===== src/rtl/alu_sequencer_if.sv =====
// Instruction handshake and datapath control bundle between the sequencer and
// whatever feeds it instructions and consumes its controls.
interface alu_sequencer_if;
    logic [15:0] instr;
    logic        instr_valid;
    logic        instr_ready;
    logic [4:0]  flags;
    logic [7:0]  aluOp;
    logic [4:0]  RegEn;
    logic [4:0]  BufEnA;
    logic [4:0]  BufEnB;
    logic [15:0] imm;
    logic        immEn;
    logic        cin;
    logic [4:0]  psr;
    logic        done;
    logic        illegal;

    // Sequencer side
    modport slave (
        input  instr, instr_valid, flags,
        output instr_ready, aluOp, RegEn, BufEnA, BufEnB, imm, immEn, cin, psr, done, illegal
    );

    // Instruction source / datapath side
    modport master (
        output instr, instr_valid, flags,
        input  instr_ready, aluOp, RegEn, BufEnA, BufEnB, imm, immEn, cin, psr, done, illegal
    );
endinterface


===== src/rtl/alu_sequencer.sv =====
// Three-state instruction sequencer: accepts a 16-bit instruction in IDLE, drives
// decoded datapath controls for one EXEC cycle, then pulses done in RETIRE.
module alu_sequencer (
    input logic            clk,
    input logic            reset,
    alu_sequencer_if.slave bus
);

    localparam logic [4:0] NoReg = 5'd16;

    typedef enum logic [1:0] {StIdle, StExec, StRetire} state_e;

    state_e      state_q, state_d;
    logic [7:0]  op_q, op_d;
    logic [4:0]  reg_en_q, reg_en_d;
    logic [4:0]  buf_a_q, buf_a_d;
    logic [4:0]  buf_b_q, buf_b_d;
    logic [15:0] imm_q, imm_d;
    logic        imm_en_q, imm_en_d;
    logic        use_cin_q, use_cin_d;
    logic        upd_psr_q, upd_psr_d;
    logic        illegal_q, illegal_d;
    logic [4:0]  psr_q, psr_d;

    logic        accept;
    logic        is_rr;
    logic [3:0]  code;
    logic [3:0]  rdest;
    logic [3:0]  rsrc;
    logic        legal;
    logic        is_mov;
    logic        is_cmp;
    logic        sext;
    logic [15:0] imm_ext;

    assign accept = (state_q == StIdle) && bus.instr_valid;

    // Next-state sequencing: one cycle per state, IDLE waits for a valid instruction
    always_comb begin
        state_d = state_q;
        unique case (state_q)
            StIdle:   if (bus.instr_valid) state_d = StExec;
            StExec:   state_d = StRetire;
            StRetire: state_d = StIdle;
            default:  state_d = StIdle;
        endcase
    end

    // Instruction field extraction and legality
    always_comb begin
        is_rr   = (bus.instr[15:12] == 4'h0);
        code    = is_rr ? bus.instr[7:4] : bus.instr[15:12];
        rdest   = bus.instr[11:8];
        rsrc    = bus.instr[3:0];
        legal   = 1'b0;
        case (code)
            4'h1, 4'h2, 4'h3, 4'h5, 4'h7, 4'h9, 4'hA, 4'hB, 4'hD: legal = 1'b1;
            default: legal = 1'b0;
        endcase
        is_mov  = (code == 4'hD);
        is_cmp  = (code == 4'hB);
        // Logical ops zero-extend, arithmetic and MOV sign-extend
        sext    = !((code == 4'h1) || (code == 4'h2) || (code == 4'h3));
        imm_ext = sext ? {{8{bus.instr[7]}}, bus.instr[7:0]} : {8'h00, bus.instr[7:0]};
    end

    // Latch decoded controls on accept; capture flags into psr leaving EXEC
    always_comb begin
        op_d      = op_q;
        reg_en_d  = reg_en_q;
        buf_a_d   = buf_a_q;
        buf_b_d   = buf_b_q;
        imm_d     = imm_q;
        imm_en_d  = imm_en_q;
        use_cin_d = use_cin_q;
        upd_psr_d = upd_psr_q;
        illegal_d = illegal_q;
        psr_d     = psr_q;

        if (accept) begin
            if (!legal) begin
                op_d      = 8'h00;
                reg_en_d  = NoReg;
                buf_a_d   = NoReg;
                buf_b_d   = NoReg;
                imm_d     = 16'h0000;
                imm_en_d  = 1'b0;
                use_cin_d = 1'b0;
                upd_psr_d = 1'b0;
                illegal_d = 1'b1;
            end else begin
                op_d      = is_mov ? 8'h05 : {4'h0, code};
                reg_en_d  = is_cmp ? NoReg : {1'b0, rdest};
                use_cin_d = (code == 4'h7) || (code == 4'hA);
                upd_psr_d = !is_mov;
                illegal_d = 1'b0;
                if (is_rr) begin
                    // RR MOV routes Rsrc through bus A and adds a zero immediate
                    buf_a_d  = is_mov ? {1'b0, rsrc} : {1'b0, rdest};
                    buf_b_d  = {1'b0, rsrc};
                    imm_en_d = is_mov;
                    imm_d    = 16'h0000;
                end else begin
                    // Immediate MOV disables bus A so the result is the immediate itself
                    buf_a_d  = is_mov ? NoReg : {1'b0, rdest};
                    buf_b_d  = NoReg;
                    imm_en_d = 1'b1;
                    imm_d    = imm_ext;
                end
            end
        end

        if ((state_q == StExec) && upd_psr_q) begin
            psr_d = bus.flags;
        end
    end

    // State and control registers, cleared asynchronously
    always_ff @(posedge clk or negedge reset) begin
        if (!reset) begin
            state_q   <= StIdle;
            op_q      <= 8'h00;
            reg_en_q  <= NoReg;
            buf_a_q   <= NoReg;
            buf_b_q   <= NoReg;
            imm_q     <= 16'h0000;
            imm_en_q  <= 1'b0;
            use_cin_q <= 1'b0;
            upd_psr_q <= 1'b0;
            illegal_q <= 1'b0;
            psr_q     <= 5'd0;
        end else begin
            state_q   <= state_d;
            op_q      <= op_d;
            reg_en_q  <= reg_en_d;
            buf_a_q   <= buf_a_d;
            buf_b_q   <= buf_b_d;
            imm_q     <= imm_d;
            imm_en_q  <= imm_en_d;
            use_cin_q <= use_cin_d;
            upd_psr_q <= upd_psr_d;
            illegal_q <= illegal_d;
            psr_q     <= psr_d;
        end
    end

    // Output drive: controls only during EXEC, idle everywhere else
    always_comb begin
        // Gate with reset so ready drops the instant reset asserts
        bus.instr_ready = reset && (state_q == StIdle);
        bus.done        = (state_q == StRetire);
        bus.illegal     = (state_q == StRetire) && illegal_q;
        bus.psr         = psr_q;
        bus.aluOp       = 8'h00;
        bus.RegEn       = NoReg;
        bus.BufEnA      = NoReg;
        bus.BufEnB      = NoReg;
        bus.imm         = 16'h0000;
        bus.immEn       = 1'b0;
        bus.cin         = 1'b0;
        if (state_q == StExec) begin
            bus.aluOp  = op_q;
            bus.RegEn  = reg_en_q;
            bus.BufEnA = buf_a_q;
            bus.BufEnB = buf_b_q;
            bus.imm    = imm_q;
            bus.immEn  = imm_en_q;
            bus.cin    = use_cin_q & psr_q[0];
        end
    end

endmodule


===== src/flat_wrapper.sv =====
// flat-port wrapper written by rule: the top's interface ports become plain ports
module alu_sequencer_flat 
  (clk, reset, bus_instr, bus_instr_valid, bus_flags, bus_instr_ready, bus_aluOp, bus_RegEn, bus_BufEnA, bus_BufEnB, bus_imm, bus_immEn, bus_cin, bus_psr, bus_done, bus_illegal);
  alu_sequencer_if bus_i ();
  input logic clk;
  input logic reset;
  input wire logic [$bits(bus_i.instr)-1:0] bus_instr;
  input wire logic [$bits(bus_i.instr_valid)-1:0] bus_instr_valid;
  input wire logic [$bits(bus_i.flags)-1:0] bus_flags;
  output wire logic [$bits(bus_i.instr_ready)-1:0] bus_instr_ready;
  output wire logic [$bits(bus_i.aluOp)-1:0] bus_aluOp;
  output wire logic [$bits(bus_i.RegEn)-1:0] bus_RegEn;
  output wire logic [$bits(bus_i.BufEnA)-1:0] bus_BufEnA;
  output wire logic [$bits(bus_i.BufEnB)-1:0] bus_BufEnB;
  output wire logic [$bits(bus_i.imm)-1:0] bus_imm;
  output wire logic [$bits(bus_i.immEn)-1:0] bus_immEn;
  output wire logic [$bits(bus_i.cin)-1:0] bus_cin;
  output wire logic [$bits(bus_i.psr)-1:0] bus_psr;
  output wire logic [$bits(bus_i.done)-1:0] bus_done;
  output wire logic [$bits(bus_i.illegal)-1:0] bus_illegal;
  assign bus_i.instr = bus_instr;
  assign bus_i.instr_valid = bus_instr_valid;
  assign bus_i.flags = bus_flags;
  assign bus_instr_ready = bus_i.instr_ready;
  assign bus_aluOp = bus_i.aluOp;
  assign bus_RegEn = bus_i.RegEn;
  assign bus_BufEnA = bus_i.BufEnA;
  assign bus_BufEnB = bus_i.BufEnB;
  assign bus_imm = bus_i.imm;
  assign bus_immEn = bus_i.immEn;
  assign bus_cin = bus_i.cin;
  assign bus_psr = bus_i.psr;
  assign bus_done = bus_i.done;
  assign bus_illegal = bus_i.illegal;
  alu_sequencer u_core (.clk(clk), .reset(reset), .bus(bus_i));
endmodule

===== config.mk =====
export PLATFORM = sky130hd
export DESIGN_NAME = alu_sequencer_flat
export DESIGN_NICKNAME = d
export VERILOG_FILES = /design/src/rtl/alu_sequencer_if.sv /design/src/rtl/alu_sequencer.sv /design/src/flat_wrapper.sv
export SDC_FILE = /design/constraint.sdc
export NUM_CORES = 1
export LEC_CHECK = 0
export BUFFER_PORTS_ARGS = -buffer_cell sky130_fd_sc_hd__buf_2
export CORE_MARGIN = 8
export CORE_UTILIZATION = 44
export CTS_BUF_LIST = sky130_fd_sc_hd__clkbuf_8 sky130_fd_sc_hd__clkbuf_16
export CTS_CLUSTER_DIAMETER = 100
export DETAILED_ROUTE_END_ITERATION = 8
export PLACE_DENSITY = 0.72
export REMOVE_ABC_BUFFERS = 1
export SLEW_MARGIN = 5
export SYNTH_ARGS = -nofsm -noshare
export SYNTH_HDL_FRONTEND = slang
export SYNTH_SLANG_ARGS = --single-unit

===== constraint.sdc =====
create_clock -name clk -period 1.5 [get_ports clk]
set_clock_uncertainty 0.05 [all_clocks]
set_input_delay 0.15 -clock clk [delete_from_list [all_inputs] [get_ports clk]]
set_output_delay 0.15 -clock clk [all_outputs]
set_load 0.05 [all_outputs]

# Word level (Yosys, flattened, before mapping)
# Memory sizes are Yosys's and may differ from the RTL's.
# Cells that the tools add are included.
[classes]
eq_ne = 10
n_mux = 28
bitwise = 1
reduce_logical = 10
[op_table]
columns = ["operator", "n"]
rows = [
  ["$mux 16", 4],
  ["$mux 5", 10],
  ["$mux 8", 2],
  ["$eq 4x4->1 const B", 3],
  ["$mux 4", 3],
  ["$eq 4x2->1 const B", 2],
  ["$mux 1", 7],
  ["$eq 4x1->1 const B", 1],
  ["$eq 4x3->1 const B", 1],
  ["$logic_and 1x1->1", 4],
  ["$logic_not 4->1", 1],
  ["$pmux 2 s2", 1],
  ["$logic_or 1x1->1", 3],
  ["$eq 2x1->1 const B", 1],
  ["$eq 2x2->1 const B", 1],
  ["$logic_not 2->1", 1],
  ["$mux 2", 1],
  ["$ne 2x2->1 const B", 1],
  ["$and 1x1->1", 1],
  ["$logic_not 1->1", 1],
]
[totals]
ff_bits = 50
romBits = 16
input_bits = 24
out_inout_bits = 49
elab_cells = 61
memories = 1
[mem_list]
columns = ["name", "words", "width", "read_ports", "rd_ports_with_merged_regs", "write_ports", "line_no", "rtl"]
rows = [
  ["(no name shown)", 16, 1, 1, 0, 0, "alu_sequencer.sv:56", "case (code)"],
]

# Logic depth before layout (Yosys ltp)
[logic_depth]
ltp_word = 8
depth_mapped = 6

# Worst setup path before layout
# Ideal clock, no wire load.
[synth_timing]
path_kind = "reg-to-output"
start = "reg u_core.state_q[1]"
end = "out bus_imm[10]"
arrival_time_ns = 1.710
path_slack_ns = -0.410
path_stages_with_launch = 5
path_cell_list = "dfrtp_1 nor2b_1 clkbuf_1 and2_1 buf_4"
[synth_via]
elab_chain_len = 2
[synth_rtl]
columns = ["element", "line_no", "rtl"]
rows = [
  ["start, declared", "alu_sequencer.sv:13", "state_e state_q, state_d;"],
  ["start signal, assigned", "alu_sequencer.sv:121", "state_q <= StIdle;"],
  ["start signal, assigned", "alu_sequencer.sv:133", "state_q <= state_d;"],
  ["$eq 2x1->1", "alu_sequencer.sv:161", "if (state_q == StExec) begin"],
  ["$mux 16", "alu_sequencer.sv:161", ""],
  ["end, declared", "flat_wrapper.sv:15", "output wire logic [$bits(bus_i.imm)-1:0] bus_imm;"],
]
# No other way between the ends.

# Final worst setup path
[layout_timing]
start = "reg u_core.state_q[1]"
end = "out bus_BufEnA[2]"
[layout_via]
elab_chain_len = 2
[layout_rtl]
columns = ["element", "line_no", "rtl"]
rows = [
  ["$eq 2x1->1", "alu_sequencer.sv:161", ""],
  ["$mux 5", "alu_sequencer.sv:161", ""],
  ["end, declared", "flat_wrapper.sv:13", "output wire logic [$bits(bus_i.BufEnA)-1:0] bus_BufEnA;"],
]
# No other way between the ends.

==> flow_metrics.tcl <==
set metrics [dict create \
    violations "setup timing" \
    gr-total-overflow 0 \
    p_sw_share_pct 37.0 \
    dp.cells 320 \
    r2r_cells 6 \
    wl_per_cell_um 16.1 \
    grt_max_degree 40 \
    async_reset_ff_share_pct 100 \
    p_int_mw 2.45 \
    synth_cell_types 39 \
    routed_wirelength_mm 5.47 \
    crit_type "reg2out" \
    setup_viol 47 \
    grt_pass1_wl_mm 8.96 \
    syn_area_sq_um 1970 \
    hold_viol_final 0 \
    root_buffer "clkbuf_8" \
    grt_use_total_pct 15.5 \
    cts_tree "done" \
    clockBufferDepth 2 \
    yosysSeqAreaShare_pct 49.6 \
    maxClockFrequency_mhz 610 \
    required_ns 1.30 \
    fin_crit_sh_pct 109 \
    layout-drive-gt1-share_pct 55.2 \
    dp_worst_setup_slack_ns -0.362 \
    leakagePower_nw 1.54 \
    grt_pass1_vias 1881 \
    fillers 321 \
    area_delta_synth_final_pct 60.6 \
    seqPwrFrac_pct 36.4 \
    avgSynthCellArea_sq_um 10.4 \
    io_buffer_count 68 \
    io_pins 73 \
    first_pass_iters 4 \
    critPathLaunchType "flip-flop" \
    fin_util_pct 72.8 \
    worstSetupEndpointType "primary output" \
    crit_path_max_fanout 11 \
    chipHeight_um 83.0 \
    vias_per_cell 5.09 \
    design_area_sq_um 3170 \
    finalWorstSetupSlack_ns -0.141 \
    dieArea_sq_um 6890 \
    status "complete, but fails checks" \
    clkTransAtPathRegs_ns 0.08 \
    antenna_found_initial 0 \
    postRouteAntennaNets 0 \
    final_max_slew_viol_count 0 \
    drt-initial-drc-count 90 \
    clock_power_share_pct 23.1 \
    worstSkewPairLatency_ns 0.29 \
    yosys_warnings 0 \
    fp.dieW_um 83.0 \
    core_sq_um 4350 \
    peakVddDrop_mv 0.677 \
    holdPathStages 2 \
    n_antenna_cell 0 \
    drv_cap 0 \
    dp_hpwl_mm 3.71 \
    synth_ff_type "dfrtp_1" \
    p_sw_mw 1.44 \
    combPwrFrac_pct 40.5 \
    floorplan.initialDensity_pct 45.3 \
    drc 0 \
    synth-edff-count 0 \
    cp.arrival_ns 1.44 \
    stdcell_count 340 \
    rsz0062_at_grt "true" \
    nets 311 \
    fin_setup_tns_ns -4.40 \
    power_density_nw_per_um2 1230 \
    place_congestion 0.815 \
    std_cell_rows 24 \
    clock-sinks 39 \
    placed_cell_area_sq_um 2470 \
    power_mw 3.89 \
    min_path_type "in2reg" \
    ys_seq_elements 39 \
    fin_crit_ns 1.64 \
    htreeDepth 2 \
    hold_slack_ns 0.0369 \
    num_vias 1731 \
    synthCells 190 \
    numCtsBuffers 5 \
]
critical path, stage by stage, from the launching register on:
cell and delay [ns]:
dfrtp_1 0.42, nor2b_4 0.15, buf_6 0.15, buf_12 0.12, and2_1 0.14, buf_6 0.16
final cells by class:
type                    count  area (sq um)  share of cell area [%]
multi-input cells         132          1000                    31.6
repair buffers            105           987                    31.1
flip-flops and latches     39           980                    30.9
clock buffers               6          82.6                    2.60
well taps                  52          65.1                    2.05
clock inverters             2          35.0                    1.10
inverters                   4          18.8                   0.592
final timing paths:
check,end,slack [ns],startpoint
max,bus_BufEnA[2],-0.14,u_core.state_q[1]
min,u_core.imm_q[2],0.04,bus_instr[2]
max reg2reg,u_core.imm_q[14],-0.09,u_core.state_q[0]
min reg2reg,u_core.buf_b_q[0],0.42,u_core.buf_b_q[0]
max in group asynchronous,u_core.buf_a_q[4],0.61,reset
min in group asynchronous,u_core.state_q[0],0.42,reset
registers in the layout, summed over array words and instances, names as in the netlist, 2 cells and up:
name             count
u_core.imm_q         9
u_core.buf_a_q       5
u_core.buf_b_q       5
u_core.bus.psr       5
u_core.reg_en_q      5
u_core.op_q          4
u_core.state_q       2
cell usage after synthesis, types with 2 or more instances:
library cell / number / area share, %
inv_1: 3 / 0.57
dfstp_2: 3 / 4.0
nand2_1: 24 / 4.6
nor2b_1: 2 / 0.63
clkbuf_1: 6 / 1.1
o22ai_1: 2 / 0.63
nand3_1: 5 / 1.3
mux2i_1: 3 / 1.5
and2_1: 32 / 10
o21ai_1: 5 / 1.3
buf_4: 11 / 4.2
dfrtp_1: 36 / 46
nor2_1: 6 / 1.1
mux2_2: 6 / 3.4
nand2b_1: 3 / 0.95
a22o_1: 15 / 6.7
o21ai_0: 4 / 1.0
o31ai_1: 3 / 1.1
placed cells by master, fill, tap and decap left out, types with 3 or more instances in the layout:
cell type,count
dfrtp_1,36
buf_4,30
buf_2,28
buf_6,25
nand2_1,22
buf_8,18
and2_1,16
and2_4,16
a22o_1,14
mux2_2,6
clkbuf_8,6
o21ai_1,5
nand3_1,5
nor2_1,4
conb_1,4
inv_1,3
mux2i_1,3
o31ai_1,3
o21ai_0,3
buf_12,3
dfstp_2,3
power by group through the flow:
stage               combinational, mW  sequential (mW)  clock [mW]
detailed placement               1.29             1.42           0
global route                     1.67             1.44       0.970
floorplan                       0.666             1.64           0
CTS                              1.47             1.41       0.916
global placement                 1.27             1.41           0
finish                           1.58             1.42       0.901
cell families after synthesis:
group | synth area share, %
other cells | 0.190
simple gates | 23.4
flops | 49.6
mux | 4.94
buf+inv | 6.65
compound gates | 15.2
metal layers:
layer	routed length, um	vias to the layer above	track usage [%]
met1	2380	822	19.4
met2	2640	61	23.4
li1	-	840	-
met3	376	8	5.96
met5	0	-	0
met4	72	0	5.75
what timing repair did:
item,in CTS,in global routing
pin swaps,2,4
buffers inserted,5,5
hold buffers,1,0
setup endpoints to repair,43,67
cloned,1,1
endpoints found under the hold margin,36,0
resized for setup,99,50
Power figures use the tool's default switching activity.
